`config.mk`:
```
export PLATFORM = sky130hd
export DESIGN_NAME = mul_issue_ctrl
export DESIGN_NICKNAME = d
export VERILOG_FILES = /design/src/rtl/mul_issue_ctrl.sv
export SDC_FILE = /design/constraint.sdc
export NUM_CORES = 1
export LEC_CHECK = 0
export CORE_MARGIN = 3
export CORE_UTILIZATION = 48
export CTS_CLUSTER_DIAMETER = 100
export DETAILED_ROUTE_END_ITERATION = 7
export PLACE_DENSITY = 0.85
export SKIP_CTS_REPAIR_TIMING = 1
export SLEW_MARGIN = 30
export SYNTH_ARGS = -nofsm -noshare
export SYNTH_HDL_FRONTEND = slang
export SYNTH_SLANG_ARGS = --single-unit
```
`constraint.sdc`:
```
create_clock -name clk -period 2.7 [get_ports clk]
set_input_delay 0.405 -clock clk [delete_from_list [all_inputs] [get_ports clk]]
set_output_delay 0.405 -clock clk [all_outputs]
set_load 0.02 [all_outputs]
```
`src/rtl/mul_issue_ctrl.sv`:
```
// Issue controller for the 8x8 signed Booth multiplier: accepts operand pairs, pulses
// mul_bgn, waits for the mul_stop rising edge (or a watchdog expiry) and returns the product.
module mul_issue_ctrl #(
  parameter int TIMEOUT_CYC = 64
) (
  input  logic        clk,
  input  logic        rst_b,
  input  logic        in_valid,
  output logic        in_ready,
  input  logic [7:0]  in_a,
  input  logic [7:0]  in_b,
  input  logic [3:0]  in_tag,
  output logic        mul_bgn,
  output logic [7:0]  mul_ibusa,
  output logic [7:0]  mul_ibusb,
  input  logic        mul_stop,
  input  logic [15:0] mul_obus,
  output logic        out_valid,
  input  logic        out_ready,
  output logic [15:0] out_prod,
  output logic [3:0]  out_tag,
  output logic        out_err,
  output logic        busy,
  output logic [1:0]  fsm_state
);

  // Handshake rule for both ports: a transfer happens on a rising edge where valid and
  // ready are both high; once raised, out_valid and its payload hold until that edge.

  typedef enum logic [1:0] {
    S_IDLE  = 2'd0,
    S_START = 2'd1,
    S_WAIT  = 2'd2,
    S_DONE  = 2'd3
  } state_t;

  localparam logic [7:0] WDOG_LAST = 8'(TIMEOUT_CYC - 1);

  state_t     state;
  logic       stop_d;
  logic [7:0] wdog;
  logic       stop_rise;

  // Only a fresh edge counts, so a stop level left high by a previous run is ignored.
  assign stop_rise = mul_stop & ~stop_d;

  assign in_ready  = (state == S_IDLE);
  assign busy      = (state != S_IDLE);
  assign fsm_state = state;

  always_ff @(posedge clk or negedge rst_b) begin
    if (!rst_b) begin
      state     <= S_IDLE;
      stop_d    <= 1'b0;
      wdog      <= 8'd0;
      mul_bgn   <= 1'b0;
      mul_ibusa <= 8'h00;
      mul_ibusb <= 8'h00;
      out_valid <= 1'b0;
      out_prod  <= 16'h0000;
      out_tag   <= 4'h0;
      out_err   <= 1'b0;
    end else begin
      stop_d <= mul_stop;
      case (state)
        S_IDLE: begin
          if (in_valid) begin
            mul_ibusa <= in_a;
            mul_ibusb <= in_b;
            out_tag   <= in_tag;
            if (in_a == 8'h00 || in_b == 8'h00) begin
              out_prod  <= 16'h0000;
              out_err   <= 1'b0;
              out_valid <= 1'b1;
              state     <= S_DONE;
            end else begin
              mul_bgn <= 1'b1;
              state   <= S_START;
            end
          end
        end
        S_START: begin
          mul_bgn <= 1'b0;
          wdog    <= 8'd0;
          state   <= S_WAIT;
        end
        S_WAIT: begin
          wdog <= wdog + 8'd1;
          // Completion has priority over a watchdog expiry in the same cycle.
          if (stop_rise) begin
            out_prod  <= mul_obus;
            out_err   <= 1'b0;
            out_valid <= 1'b1;
            state     <= S_DONE;
          end else if (wdog == WDOG_LAST) begin
            out_prod  <= 16'h0000;
            out_err   <= 1'b1;
            out_valid <= 1'b1;
            state     <= S_DONE;
          end
        end
        S_DONE: begin
          if (out_ready) begin
            out_valid <= 1'b0;
            state     <= S_IDLE;
          end
        end
        default: state <= S_IDLE;
      endcase
    end
  end

endmodule

```
==> results.cfg <==
[drt]
first_pass_iters = 4
viasPerCell = 5.30
drc_errors = 0
num_vias = 1733
wl_per_cell_um = 16.5
ant_nets = 0
wl_um = 5380
drtIter0Drc = 99

[sta]
timing.fmax_mhz = 435
period_share = 0.852
skew_ps = 8.56
rsz0062_at_grt = no
slew_headroom = 0.528
report.final.hold_viol_count = 0
fin_tns_setup_ps = 0
post-route-min-period_ps = 2300
worstMarginPinSlew_ps = 705
report.final.slew_viol_count = 0
setup_viol = 0

[die]
start_util = 0.516
die_h_um = 75.6
ios = 84
fp.dieArea_um2 = 5710
core-area_um2 = 4500
die_w_um = 75.6
rows = 24

[synthesis]
syn_inst = 185
synth_cell_types = 30
ys_async_sr_fraction = 1.00
yosysTopAreaCellShare = 0.539
synth_seq_cells = 50
synth_warnings = 0
synth_area_um2 = 2320
synth_top_flop_cell = dfrtp_1
yosysTopAreaCell = dfrtp_1
synth-edff-count = 0
syn_area_per_cell_um2 = 12.6
netlist_top_cells_area = dfrtp_1, mux2_2, mux2_4, and3_1, ha_1
syn_nets = 232
seq_area_frac_synth = 0.539

[cells_and_area]
layout_commonest_cell = clkdlybuf4s50_1
area_delta_synth_final_pct = 45.1
antenna_cells = 0
layout.nets = 321
final_cells = 327
drive_above_1_share = 0.204
mostFrequentLayoutCells = clkdlybuf4s50_1, dfrtp_1, mux2_2, and3_1, inv_1

[placed_design]
dp_cells = 318
place_hpwl_um = 4080
gp_congestion = 0.770
portBuffers = 83

[critical_path]
slowest_stage = o211ai_4
critPathCaptureType = flip-flop
r2r_start = fsm_state[0]
worstSetupPathType = flip-flop to flip-flop
required_ps = 2890
arrival_ps = 2490
cp-start-kind = flip-flop
cp_max_fo = 17
critPathMaxStageDelay_ps = 610
path_cells = inv_1 -> ha_1 -> nand2b_4 -> o211ai_4 -> mux2_2
r2r_cells = 5
reg2reg_to = out_prod[15]
r2r_setup_slack_ps = 400
crit_path_start = fsm_state[0]

[global_route]
use_met2 = 0.335
busiest_layer = met2
grt_max_degree = 25
grtUsageMet3 = 0.0409
grt_usage = 0.202
grt_pass1_wl_um = 8680
grt_overflow = 0
antenna_found_initial = 0
gr-usage-met1 = 0.265
grt_pass1_vias = 1737

[power]
p_per_area_nw_per_um2 = 1070
max-vdd-ir-drop_mv = 0.607
total_power_mw = 3.60
power_leakage_nw = 1.53

[clock_network]
worst_skew_pair.late_latency_ps = 300
h-tree-depth = 2
clock-sinks = 50
clock_path_buffers = 2
cts_buffers = 5
cts-root-buf = clkbuf_8
clk_pin_slew_worst_paths_ps = 90
cts_tree = yes

[min_path]
min_path_type = input port to async pin

[run]
drv_cap = 0

[status]
outcome = complete, no violations
flip-flops by register name (all words and copies together), names as in the netlist:
| name | cells |
|---|---|
| fsm_state | 2 |
| mul_bgn | 1 |
| mul_ibusa | 8 |
| mul_ibusb | 8 |
| out_err | 1 |
| out_prod | 16 |
| out_tag | 4 |
| out_valid | 1 |
| stop_d | 1 |
| wdog | 8 |
per-layer routing:
metal / routed length, um / share of wire
met5: 0 / 0
met4: 103 / 0.019
met3: 332 / 0.062
met2: 2700 / 0.50
met1: 2250 / 0.42
worst max path at each step:
stage                         to  slack, ps  cells after the start
global placement     out_prod[9]        370                      6
floorplan              out_valid        570                      7
global route        out_prod[15]        260                      5
detailed placement   out_prod[8]        380                      6
CTS                 out_prod[15]        410                      5
finish              out_prod[15]        400                      5
worst max-delay path: cells and delay by family, from the launching register on:
family	cells	cell delay, ps
simple gates	1	110
flops	1	430
fa+ha+maj	1	460
buf+inv	1	160
mux	1	410
compound gates	1	610
cell type report:
class / instances / area (um2)
Tap cell: 52 / 65.1
Clock inverter: 2 / 60.1
Clock buffer: 6 / 82.6
Timing Repair Buffer: 89 / 873
Sequential cell: 50 / 1250
Multi-Input combinational cell: 115 / 990
Fill cell: 297 / 1130
Inverter: 13 / 48.8
synthesized netlist by cell type (2+ instances only):
cell type / instances
nor2_1: 4
a21oi_1: 3
o22ai_1: 3
clkbuf_1: 6
dfrtp_1: 50
o21ai_0: 8
nor3_1: 2
nor3b_1: 3
mux2_4: 9
and3_1: 18
inv_1: 13
nor4_1: 4
xnor2_1: 2
mux2_2: 28
nand2_1: 6
nand3_1: 7
ha_1: 6
report_power, final:
part	switching (mW)	internal (mW)	leakage [nW]
combinational	0.913	0.900	0.820
clock	0.243	0.395	0.0714
sequential	0.143	1.01	0.639
cell families (layout without fill, tap and decap cells):
| kind of cell | after synthesis | in the layout | share of synthesized area |
|---|---|---|---|
| flops | 50 | 50 | 0.539 |
| simple gates | 50 | 50 | 0.132 |
| xor+xnor | 2 | 2 | 0.00754 |
| fa+ha+maj | 6 | 6 | 0.0323 |
| mux | 38 | 38 | 0.198 |
| buf+inv | 20 | 110 | 0.0355 |
| compound gates | 19 | 19 | 0.0555 |
metrics by stage:
step / utilization / hold WS, ps / setup slack (ps) / cell area (um2)
after floorplan: - / 109 / 565 / 2320
after global placement: 0.714 / 216 / 374 / 3220
after detailed placement: 0.714 / 218 / 378 / 3220
after CTS: 0.746 / -106 / 412 / 3360
after global routing: 0.748 / 434 / 262 / 3370
final: 0.748 / 426 / 400 / 3370
(Power assumes the default switching activity.)
